[config.mk]
export PLATFORM = sky130hd
export DESIGN_NAME = conv_layer_engine_flat
export DESIGN_NICKNAME = d
export VERILOG_FILES = /design/src/rtl/conv_layer_if.sv /design/src/rtl/conv_layer_engine.sv /design/src/flat_wrapper.sv
export SDC_FILE = /design/constraint.sdc
export NUM_CORES = 1
export LEC_CHECK = 0
export BUFFER_PORTS_ARGS = -buffer_cell sky130_fd_sc_hd__buf_2
export CAP_MARGIN = 25
export CORE_UTILIZATION = 50
export DETAILED_ROUTE_END_ITERATION = 16
export HOLD_SLACK_MARGIN = 0.12
export PLACE_DENSITY = 0.82
export SLEW_MARGIN = 10
export SYNTH_ARGS = -nofsm -noshare
export SYNTH_HDL_FRONTEND = slang
export SYNTH_SLANG_ARGS = --single-unit
[constraint.sdc]
create_clock -name clk -period 7.18 [get_ports clk]
set_input_delay 1.436 -clock clk [delete_from_list [all_inputs] [get_ports clk]]
set_output_delay 1.436 -clock clk [all_outputs]
set_load 0.02 [all_outputs]
[src/rtl/conv_layer_if.sv]
// Memory-port and start/busy/done bundle of the convolution layer engine.
// master = engine side, slave = layer controller / memory side.
interface conv_layer_if #(
    parameter int ADDR_W = 16,
    parameter int DATA_W = 8
);
    logic              start;
    logic              busy;
    logic              done;
    logic [ADDR_W-1:0] wt_addr;
    logic [DATA_W-1:0] wt_data;
    logic [ADDR_W-1:0] img_addr;
    logic [DATA_W-1:0] img_data;
    logic [ADDR_W-1:0] bias_addr;
    logic [DATA_W-1:0] bias_data;
    logic [ADDR_W-1:0] out_addr;
    logic [DATA_W-1:0] out_data;
    logic              out_we;

    modport master (
        input  start, wt_data, img_data, bias_data,
        output busy, done, wt_addr, img_addr, bias_addr, out_addr, out_data, out_we
    );

    modport slave (
        output start, wt_data, img_data, bias_data,
        input  busy, done, wt_addr, img_addr, bias_addr, out_addr, out_data, out_we
    );
endinterface

[src/rtl/conv_layer_engine.sv]
// Self-sequencing 2-D convolution layer: one time-multiplexed MAC, bias, requantise, saturate.
// Optional macro CONV_RELU_EN fuses a ReLU after saturation (same latency).
module conv_layer_engine #(
    parameter int IMG_DIM    = 32,
    parameter int IN_CH      = 3,
    parameter int OUT_CH     = 32,
    parameter int KERNEL     = 5,
    parameter int PADDING    = 2,
    parameter int STRIDE     = 1,
    parameter int DATA_W     = 8,
    parameter int ACC_W      = 32,
    parameter int ADDR_W     = 16,
    parameter int BIAS_SHIFT = 6,
    parameter int OUT_SHIFT  = 9
) (
    input  logic          clk,
    input  logic          reset,
    conv_layer_if.master  bus
);

    localparam int OUT_DIM = (IMG_DIM + 2*PADDING - KERNEL)/STRIDE + 1;
    localparam int N       = KERNEL*KERNEL*IN_CH;
    localparam int YW      = $clog2(OUT_DIM + 1);
    localparam int OW      = $clog2(OUT_CH + 1);
    localparam int KW      = $clog2(KERNEL + 1);
    localparam int CW      = $clog2(IN_CH + 1);

    localparam logic signed [ACC_W-1:0] SAT_MAX = ACC_W'(2**(DATA_W-1) - 1);
    localparam logic signed [ACC_W-1:0] SAT_MIN = ACC_W'(-(2**(DATA_W-1)));

    if (ACC_W < 2*DATA_W + 1 + $clog2(N + 1)) begin : g_acc_w_too_small
        $error("conv_layer_engine: ACC_W too narrow for the worst-case MAC sum");
    end

    typedef enum logic [2:0] {
        S_IDLE, S_BIAS, S_MAC, S_LAST, S_WRITE, S_DONE
    } state_t;

    state_t state_q, state_d;
    logic [YW-1:0] y_q, y_d, x_q, x_d;
    logic [OW-1:0] o_q, o_d;
    logic [KW-1:0] ky_q, ky_d, kx_q, kx_d;
    logic [CW-1:0] c_q, c_d;
    logic signed [ACC_W-1:0] acc_q, acc_d;
    logic vld_p0_q, vld_p0_d, vld_p1_q, vld_p1_d;
    logic [ADDR_W-1:0] wt_addr_q, wt_addr_d, img_addr_q, img_addr_d;
    logic [ADDR_W-1:0] bias_addr_q, bias_addr_d, out_addr_q, out_addr_d;
    logic signed [DATA_W-1:0] out_data_q, out_data_d;
    logic out_we_q, out_we_d, busy_q, busy_d, done_q, done_d;

    int   row_d, col_d;
    logic tap_in_d;
    logic first_tap;

    logic signed [DATA_W-1:0]   wt_s;
    logic signed [DATA_W:0]     px_s;
    logic signed [2*DATA_W:0]   prod;
    logic signed [ACC_W-1:0]    prod_ext, bias_ext;

    // Pixels are unsigned, so they get a zero sign bit before the signed multiply.
    assign wt_s     = signed'(bus.wt_data);
    assign px_s     = signed'({1'b0, bus.img_data});
    assign prod     = wt_s * px_s;
    assign prod_ext = ACC_W'(prod);
    assign bias_ext = ACC_W'(signed'(bus.bias_data)) <<< BIAS_SHIFT;

    function automatic logic signed [DATA_W-1:0] sat_shift(input logic signed [ACC_W-1:0] a);
        logic signed [ACC_W-1:0]  s;
        logic signed [DATA_W-1:0] r;
        s = a >>> OUT_SHIFT;
        if (s > SAT_MAX)      r = SAT_MAX[DATA_W-1:0];
        else if (s < SAT_MIN) r = SAT_MIN[DATA_W-1:0];
        else                  r = s[DATA_W-1:0];
        return r;
    endfunction

    function automatic logic signed [DATA_W-1:0] activate(input logic signed [DATA_W-1:0] v);
`ifdef CONV_RELU_EN
        return v[DATA_W-1] ? '0 : v;
`else
        return v;
`endif
    endfunction

    always_comb begin
        state_d = state_q;
        y_d  = y_q;
        x_d  = x_q;
        o_d  = o_q;
        ky_d = ky_q;
        kx_d = kx_q;
        c_d  = c_q;
        case (state_q)
            S_IDLE:  if (bus.start) state_d = S_BIAS;
            S_BIAS:  state_d = S_MAC;
            S_MAC: begin
                if (c_q == CW'(IN_CH - 1)) begin
                    c_d = '0;
                    if (kx_q == KW'(KERNEL - 1)) begin
                        kx_d = '0;
                        if (ky_q == KW'(KERNEL - 1)) begin
                            ky_d    = '0;
                            state_d = S_LAST;
                        end else begin
                            ky_d = ky_q + KW'(1);
                        end
                    end else begin
                        kx_d = kx_q + KW'(1);
                    end
                end else begin
                    c_d = c_q + CW'(1);
                end
            end
            S_LAST:  state_d = S_WRITE;
            S_WRITE: begin
                state_d = S_BIAS;
                if (o_q == OW'(OUT_CH - 1)) begin
                    o_d = '0;
                    if (x_q == YW'(OUT_DIM - 1)) begin
                        x_d = '0;
                        if (y_q == YW'(OUT_DIM - 1)) begin
                            y_d     = '0;
                            state_d = S_DONE;
                        end else begin
                            y_d = y_q + YW'(1);
                        end
                    end else begin
                        x_d = x_q + YW'(1);
                    end
                end else begin
                    o_d = o_q + OW'(1);
                end
            end
            S_DONE:  state_d = S_IDLE;
            default: state_d = S_IDLE;
        endcase

        // Addresses are registered, so they are derived from the next-cycle counters.
        row_d    = int'(y_d)*STRIDE + int'(ky_d) - PADDING;
        col_d    = int'(x_d)*STRIDE + int'(kx_d) - PADDING;
        tap_in_d = (row_d >= 0) && (row_d < IMG_DIM) && (col_d >= 0) && (col_d < IMG_DIM);

        vld_p0_d = (state_d == S_MAC) && tap_in_d;
        vld_p1_d = vld_p0_q;

        wt_addr_d = wt_addr_q;
        if (state_d == S_MAC)
            wt_addr_d = ADDR_W'(((int'(o_d)*KERNEL + int'(ky_d))*KERNEL + int'(kx_d))*IN_CH + int'(c_d));
        img_addr_d = img_addr_q;
        if ((state_d == S_MAC) && tap_in_d)
            img_addr_d = ADDR_W'((row_d*IMG_DIM + col_d)*IN_CH + int'(c_d));
        bias_addr_d = (state_d == S_BIAS) ? ADDR_W'(o_d) : bias_addr_q;

        // Tap data lags its address by one cycle; vld_p1 marks whether it lies inside the image.
        first_tap = (ky_q == '0) && (kx_q == '0) && (c_q == '0);
        acc_d     = acc_q;
        if ((state_q == S_MAC) && first_tap)
            acc_d = bias_ext;
        else if (((state_q == S_MAC) || (state_q == S_LAST)) && vld_p1_q)
            acc_d = acc_q + prod_ext;

        out_addr_d = out_addr_q;
        out_data_d = out_data_q;
        if (state_d == S_WRITE) begin
            out_addr_d = ADDR_W'((int'(y_q)*OUT_DIM + int'(x_q))*OUT_CH + int'(o_q));
            out_data_d = activate(sat_shift(acc_d));
        end
        out_we_d = (state_d == S_WRITE);
        busy_d   = (state_d inside {S_BIAS, S_MAC, S_LAST, S_WRITE});
        done_d   = (state_d == S_DONE);
    end

    always_ff @(posedge clk or negedge reset) begin
        if (!reset) begin
            state_q     <= S_IDLE;
            y_q         <= '0;
            x_q         <= '0;
            o_q         <= '0;
            ky_q        <= '0;
            kx_q        <= '0;
            c_q         <= '0;
            acc_q       <= '0;
            vld_p0_q    <= 1'b0;
            vld_p1_q    <= 1'b0;
            wt_addr_q   <= '0;
            img_addr_q  <= '0;
            bias_addr_q <= '0;
            out_addr_q  <= '0;
            out_data_q  <= '0;
            out_we_q    <= 1'b0;
            busy_q      <= 1'b0;
            done_q      <= 1'b0;
        end else begin
            state_q     <= state_d;
            y_q         <= y_d;
            x_q         <= x_d;
            o_q         <= o_d;
            ky_q        <= ky_d;
            kx_q        <= kx_d;
            c_q         <= c_d;
            acc_q       <= acc_d;
            vld_p0_q    <= vld_p0_d;
            vld_p1_q    <= vld_p1_d;
            wt_addr_q   <= wt_addr_d;
            img_addr_q  <= img_addr_d;
            bias_addr_q <= bias_addr_d;
            out_addr_q  <= out_addr_d;
            out_data_q  <= out_data_d;
            out_we_q    <= out_we_d;
            busy_q      <= busy_d;
            done_q      <= done_d;
        end
    end

    assign bus.busy      = busy_q;
    assign bus.done      = done_q;
    assign bus.wt_addr   = wt_addr_q;
    assign bus.img_addr  = img_addr_q;
    assign bus.bias_addr = bias_addr_q;
    assign bus.out_addr  = out_addr_q;
    assign bus.out_data  = out_data_q;
    assign bus.out_we    = out_we_q;

endmodule
[src/flat_wrapper.sv]
// flat-port wrapper written by rule: the top's interface ports become plain ports
module conv_layer_engine_flat 
#(
    parameter int IMG_DIM    = 32,
    parameter int IN_CH      = 3,
    parameter int OUT_CH     = 32,
    parameter int KERNEL     = 5,
    parameter int PADDING    = 2,
    parameter int STRIDE     = 1,
    parameter int DATA_W     = 8,
    parameter int ACC_W      = 32,
    parameter int ADDR_W     = 16,
    parameter int BIAS_SHIFT = 6,
    parameter int OUT_SHIFT  = 9
)
  (clk, reset, bus_start, bus_wt_data, bus_img_data, bus_bias_data, bus_busy, bus_done, bus_wt_addr, bus_img_addr, bus_bias_addr, bus_out_addr, bus_out_data, bus_out_we);
  conv_layer_if #(.ADDR_W(ADDR_W), .DATA_W(DATA_W)) bus_i ();
  input  logic clk;
  input  logic reset;
  input wire logic [$bits(bus_i.start)-1:0] bus_start;
  input wire logic [$bits(bus_i.wt_data)-1:0] bus_wt_data;
  input wire logic [$bits(bus_i.img_data)-1:0] bus_img_data;
  input wire logic [$bits(bus_i.bias_data)-1:0] bus_bias_data;
  output wire logic [$bits(bus_i.busy)-1:0] bus_busy;
  output wire logic [$bits(bus_i.done)-1:0] bus_done;
  output wire logic [$bits(bus_i.wt_addr)-1:0] bus_wt_addr;
  output wire logic [$bits(bus_i.img_addr)-1:0] bus_img_addr;
  output wire logic [$bits(bus_i.bias_addr)-1:0] bus_bias_addr;
  output wire logic [$bits(bus_i.out_addr)-1:0] bus_out_addr;
  output wire logic [$bits(bus_i.out_data)-1:0] bus_out_data;
  output wire logic [$bits(bus_i.out_we)-1:0] bus_out_we;
  assign bus_i.start = bus_start;
  assign bus_i.wt_data = bus_wt_data;
  assign bus_i.img_data = bus_img_data;
  assign bus_i.bias_data = bus_bias_data;
  assign bus_busy = bus_i.busy;
  assign bus_done = bus_i.done;
  assign bus_wt_addr = bus_i.wt_addr;
  assign bus_img_addr = bus_i.img_addr;
  assign bus_bias_addr = bus_i.bias_addr;
  assign bus_out_addr = bus_i.out_addr;
  assign bus_out_data = bus_i.out_data;
  assign bus_out_we = bus_i.out_we;
  conv_layer_engine #(.IMG_DIM(IMG_DIM), .IN_CH(IN_CH), .OUT_CH(OUT_CH), .KERNEL(KERNEL), .PADDING(PADDING), .STRIDE(STRIDE), .DATA_W(DATA_W), .ACC_W(ACC_W), .ADDR_W(ADDR_W), .BIAS_SHIFT(BIAS_SHIFT), .OUT_SHIFT(OUT_SHIFT)) u_core (.clk(clk), .reset(reset), .bus(bus_i));
endmodule
# Yosys cells after proc, flatten, opt, wreduce, memory -nomap -nowiden
# Index checks and enable logic that the tools add are counted.
# op_classes
add_sub_neg	18
mul	5
magnitude_cmp	6
n_eq_ne	15
n_mux	30
n_reduce_logical	15
# ops
cell	n
32-bit by 4-bit adder with 32-bit output	2
32-bit by 1-bit >= comparator with 1-bit output, second input constant	2
32-bit by 7-bit < comparator with 1-bit output, second input constant	2
32-bit by 3-bit multiplier with 16-bit output, second input constant	2
32-bit 2-to-1 mux	2
32-bit by 3-bit subtractor with 32-bit output, second input constant	2
6-bit 2-to-1 mux	9
3-bit 2-to-1 mux	14
16-bit by 3-bit adder with 16-bit output	2
32-bit by 17-bit adder with 32-bit output	1
32-bit adder	1
32-bit by 4-bit multiplier with 32-bit output, second input constant	1
23-bit by 8-bit greater-than comparator with 1-bit output, second input constant	1
23-bit by 8-bit < comparator with 1-bit output, second input constant	1
6-bit by 1-bit adder with 6-bit output, second input constant	3
6-bit by 5-bit equality test with 1-bit output, second input constant	3
8-bit by 9-bit multiplier with 17-bit output	1
16-bit by 7-bit adder with 16-bit output	1
8-bit 2-to-1 mux	2
3-bit equality test, second input constant	5
3-bit one-hot mux with 5 select lines	1
6-bit by 3-bit adder with 7-bit output	2
3-bit by 2-bit equality test with 1-bit output, second input constant	4
11-bit by 6-bit adder with 11-bit output	1
12 further kinds	24
# word_totals
regBits	128
in_bits	27
output_inout_bits	75
elab_cells	108

# Logic depth before layout (Yosys ltp)
# depth
ltp_word	12
ltp_mapped	35
depth_no_buf	34

# Worst setup path before layout
# No wires, ideal clock.
# synth_path
path_type	input to register
start	input bus_img_data[6]
end	register u_core.out_data_q[0] (netlist: u_core.bus.out_data[0])
setup_time_ns	0.141
arrival_time_ns	6.989
required_time_ns	7.039
slack_ns	0.049
stages	22
n_path_buf	1
cell_sequence	clkbuf_1 nand2_1 fa_1 inv_1 fa_1 inv_1 fa_1 inv_1 fa_1 ha_1 ha_1 nand4_1 nor2_1 a311oi_1 a211oi_2 o2111ai_1 o211a_1 a2111o_1 or4_1 nor4_1 o2bb2ai_1 a21oi_1
# synth_between
elab_chain_cells	7
elab_cells_between_ends	8
cone_classes	add/sub: 1; mul: 1; order compare: 2; mux: 4
# synth_lines
element	line_no	rtl
from (decl)	flat_wrapper.sv:22	input wire logic [$bits(bus_i.img_data)-1:0] bus_img_data;
8-bit by 9-bit multiplier with 17-bit output *	conv_layer_engine.sv:63	assign prod = wt_s * px_s;
32-bit by 17-bit adder with 32-bit output *	conv_layer_engine.sv:160	acc_d = acc_q + prod_ext;
32-bit 2-to-1 mux *	conv_layer_engine.sv:159	else if (((state_q == S_MAC) || (state_q == S_LAST)) && vld_p1_q)
32-bit 2-to-1 mux *	conv_layer_engine.sv:157	if ((state_q == S_MAC) && first_tap)
via u_core.acc_d[23]	conv_layer_engine.sv:44	logic signed [ACC_W-1:0] acc_q, acc_d;
23-bit by 8-bit < comparator with 1-bit output	conv_layer_engine.sv:72	else if (s < SAT_MIN) r = SAT_MIN[DATA_W-1:0];
8-bit 2-to-1 mux	conv_layer_engine.sv:72	
8-bit 2-to-1 mux *	conv_layer_engine.sv:71	if (s > SAT_MAX) r = SAT_MAX[DATA_W-1:0];
to (signal assigned)	conv_layer_engine.sv:208	out_data_q <= out_data_d;
to (decl)	conv_layer_engine.sv:48	logic signed [DATA_W-1:0] out_data_q, out_data_d;
# The timed path passes the listed nets; every way through them passes the cells marked *. The select of a mux whose other input is x is not followed.
# A chain may end at the register's enable or synchronous reset.

# Final worst setup path
# layout_path
start	register u_core.state_q[2]
end	register u_core.img_addr_q[14] (netlist: u_core.bus.img_addr[14])
# layout_between
elab_cells_between_ends	31
cone_classes	add/sub: 6; mul: 1; order compare: 4; eq/ne: 5; mux: 10; reduce/logical: 5
# layout_rtl
element	line_no	rtl
from (decl)	conv_layer_engine.sv:39	state_t state_q, state_d;
from (signal assigned)	conv_layer_engine.sv:194	state_q <= state_d;
3-bit by 2-bit equality test with 1-bit output *	conv_layer_engine.sv:93	case (state_q)
3-bit 2-to-1 mux *	conv_layer_engine.sv:93	
via u_core.kx_d[0]	conv_layer_engine.sv:42	logic [KW-1:0] ky_q, ky_d, kx_q, kx_d;
6-bit by 3-bit adder with 7-bit output *	conv_layer_engine.sv:140	col_d = int'(x_d)*STRIDE + int'(kx_d) - PADDING;
32-bit by 3-bit subtractor with 32-bit output *	conv_layer_engine.sv:140	
parallel branches: the longest is 4 deep, another holds 32-bit adder	n/a	
to (signal assigned)	conv_layer_engine.sv:205	img_addr_q <= img_addr_d;
to (decl)	conv_layer_engine.sv:46	logic [ADDR_W-1:0] wt_addr_q, wt_addr_d, img_addr_q, img_addr_d;
# Mark *: on every way through the listed nets, which the timed path passes.

==> metrics.csv <==
stage,metric,value,unit
outcome,status,completed,
clocking,clk_path_buf_depth,2,
worst_setup_path,r2r-end,u_core.bus.img_addr[14],
sta,finalWorstPathRequiredPeriod,7.08,ns
floorplan,fp.dieH,167,um
final_layout,area.growth.synth_to_final,19.8,%
sta,hold_viol,0,
sta,slew_viol_final,0,
min_path,hold_class,reg -> reg,
clocking,cts-root-buf,clkbuf_16,
final_layout,final_core_util,61.8,%
clocking,clk_latency,0.44,ns
global_route,grt_max_degree,72,
worst_setup_path,rr_worst_depth,33,
global_route,antenna_found_initial,0,
min_path,hold_path_startpoint,u_core.vld_p0_q,
routing,wl_per_cell,17.2,um
run,cap_viol_max_count,0,
routing,route.final.wire_length,35000,um
clocking,tritoncts,built,
sta,setup_violations,0,
floorplan,ios,102,
worst_setup_path,crit_arrival,7.41,ns
worst_setup_path,critical_path_peak_fanout,6,
global_route,grt_pass1_wl,55100,um
logic_synthesis,syn_area,13600,um^2
final_layout,fillCellCount,2072,
final_layout,design_area,16300,um^2
floorplan,die_width,167,um
sta,timing.fmax,141,MHz
clocking,cts_hold_buf,0,
worst_setup_path,slowest_stage,or4_4,
logic_synthesis,synth-edff-count,0,
floorplan,die_area,27900,um^2
sta,post-route-period-util,98.7,%
global_route,overflow,0,
clocking,clkSinkCount,128,
pwr,p_per_area,344,nW/um^2
logic_synthesis,synth_warnings,0,
logic_synthesis,synth.avg_cell_area,9.12,um^2
global_route,grt_usage,24.3,%
place,place_inst,1976,
pwr,vdd.ir_drop.worst,0.000383,V
logic_synthesis,synth-seq-cells,128,
place,port-buffer-count,91,
routing,drtIter0Drc,655,
worst_setup_path,worstReg2RegStart,u_core.state_q[2],
sta,skew,0.0147,ns
place,routabilityCongestion,0.911,
global_route,first_global_vias,11681,
sta,tightest_slew,0.937,ns
routing,first_pass_iters,5,
final_layout,nets,2039,
final_layout,drive_gt1_share,20.3,%
floorplan,core_area,26400,um^2
logic_synthesis,synth_ff_type,dfrtp_1,
place,dpl-instance-area,15000,um^2
logic_synthesis,yosysSeqAreaShare,23.6,%
worst_setup_path,startpoint_type,flop,
place,hpwl,25400,um
floorplan,num_rows,59,
sta,slew_headroom,37.5,%
clocking,clk_pin_slew,0.07,ns
final_layout,stdcell_count,2039,
routing,viasPerCell,5.73,
worst_setup_path,cpPeakStageDelay,0.46,ns
pwr,power.leakage,0.00859,uW
routing,drc_errors,0,
pwr,p_total,5600,uW
routing,ant_nets,0,
clocking,ctsHtreeMaxLevel,4,
sta,grt_setup_unrepaired,yes,
worst_setup_path,cp.required,7.51,ns
min_path,hold_end,u_core.vld_p1_q,
sta,tns,0,ns
logic_synthesis,synthArstFlopShare,100,%
worst_setup_path,r2r_slack,0.1,ns
clocking,cts_made_buffers,17,
logic_synthesis,synthCells,1491,
floorplan,start_util,51.6,%
min_path,min_path_cells,0,
routing,vias,11685,
worst_setup_path,endpoint_kind,flop,
worst_setup_path,worstSetupPathType,reg -> reg,
final_layout,antennaDiodeCount,0,
worst_setup_path,cpMostUsedCell,inv_1,
logic_synthesis,yosysUniqueCellTypes,82,
what timing repair did:
| item | in CTS | in global routing |
|---|---|---|
| gates resized for setup | 19 | 68 |
| endpoints found under the setup margin | 12 | 15 |
| pin swaps | 8 | 33 |
| setup buffers | 9 | 19 |
| hold endpoints to repair | 0 | 0 |
layout make-up:
cell class	count	area, um^2	share of cell area (%)
Clock buffer	17	425	2.61
Clock inverter	15	189	1.16
Inverter	131	492	3.02
Multi-Input combinational cell	1202	10200	62.5
Sequential cell	128	3200	19.7
Tap cell	335	419	2.57
Timing Repair Buffer	211	1380	8.50
layer usage:
layer / global-route usage (%) / vias to the layer above / part of all wire [%]
li1: - / 5590 / -
met1: 29.0 / 5610 / 41
met2: 43.8 / 382 / 51
met3: 3.59 / 103 / 4.6
met4: 9.38 / 0 / 3.3
met5: 0 / - / 0
power by group:
| part | switching, uW | internal, uW | total [uW] |
|---|---|---|---|
| Combinational | 2040 | 1770 | 3810 |
| Sequential | 75.4 | 813 | 889 |
| Clock | 405 | 500 | 906 |
| Total | 2520 | 3080 | 5600 |
cell families after synthesis:
group	count (synthesis)	share of synthesized area (%)
AND/OR/NAND/NOR	424	15.0
adder cells (fa/ha/maj)	321	32.8
AO/OA/AOI/OAI	307	14.0
buffers and inverters	172	5.14
flip-flops	128	23.6
XOR/XNOR	102	6.57
multiplexers	36	2.88
other	1	0.0276
registers in the layout (all words and copies together) (netlist names), 2 cells and up:
signal and flops:
u_core.acc_q 32, u_core.bus.bias_addr 6, u_core.bus.img_addr 16, u_core.bus.out_addr 16, u_core.bus.out_data 8, u_core.bus.wt_addr 16
u_core.c_q 2, u_core.kx_q 3, u_core.ky_q 3, u_core.o_q 6, u_core.state_q 3, u_core.x_q 6
u_core.y_q 6
per-stage QoR:
stage / hold slack [ns] / setup WS (ns)
after floorplan: 0.331 / 0.0493
after CTS: 0.386 / -0.00189
after global placement: 0.339 / -0.534
after global routing: 0.389 / -0.148
final: 0.381 / 0.0951
after detailed placement: 0.371 / -0.653
synth_stat cells (3+ instances only):
cell type	n	area, um^2
ha_1	262	3280
nand2_1	169	634
inv_1	130	488
dfrtp_1	128	3200
a21oi_1	103	515
nor2_1	84	315
o21ai_0	82	410
xnor2_1	73	639
fa_1	59	1180
and2_1	44	275
nand3_1	33	165
xor2_1	29	254
a21o_1	23	173
clkbuf_1	21	78.8
nor3_1	20	100
mux2_2	15	169
o21bai_1	14	105
nand2b_1	13	81.3
mux2i_1	11	110
buf_4	10	75.1
mux2_1	10	113
o21a_1	10	75.1
a31oi_1	9	56.3
or3_1	8	50.1
nor2b_1	7	43.8
a211oi_1	6	45.0
and3_1	6	37.5
nor4_1	6	37.5
o22ai_1	6	37.5
o31ai_1	6	45.0
buf_2	5	25.0
nand4_1	5	31.3
o211ai_1	5	37.5
or2_2	5	31.3
nand3b_1	4	30.0
o2111ai_1	4	35.0
o211a_1	4	40.0
o221ai_1	4	35.0
a31o_2	3	26.3
and4_1	3	26.3
buf_1	3	11.3
or4_1	3	22.5
cells in the final DEF (no fill, tap or decap), drive strengths merged, types with 7 or more instances in the layout:
cell    synthesis  final
xor2           29     29
fa             59     59
a211oi          7      7
xnor2          73     73
nor4            8      8
nand3          33     33
o21ai          84     84
nor2b           7      7
a31oi          10     10
o21bai         14     14
inv           131    139
o21a           10     10
ha            262    262
conb            1     12
buf            19    210
a21o           23     23
a21oi         104    104
nor2           84     84
and2           44     44
clkbuf         22     18
dfrtp         128    128
mux2           25     25
or3             8      8
nand2b         13     13
mux2i          11     11
nor3           20     20
nand2         169    169
worst max-delay path, delay by kind of cell, from the launching register on:
family	cells	cell delay [ns]
xor+xnor	4	0.68
buf+inv	5	0.50
fa+ha+maj	8	2.22
compound gates	8	1.27
simple gates	7	1.63
flops	1	0.39
mux	1	0.29
worst max-delay path by stage:
| stage | endpoint | start |
|---|---|---|
| after floorplan | u_core.bus.out_data[0] | bus_img_data[6] |
| after global placement | u_core.bus.out_data[3] | bus_wt_data[7] |
| after detailed placement | u_core.bus.out_data[4] | bus_wt_data[7] |
| after CTS | u_core.bus.wt_addr[14] | u_core.o_q[1] |
| after global routing | u_core.bus.img_addr[14] | u_core.state_q[2] |
| final | u_core.bus.img_addr[14] | u_core.state_q[2] |
Power figures use the tool's default switching activity.
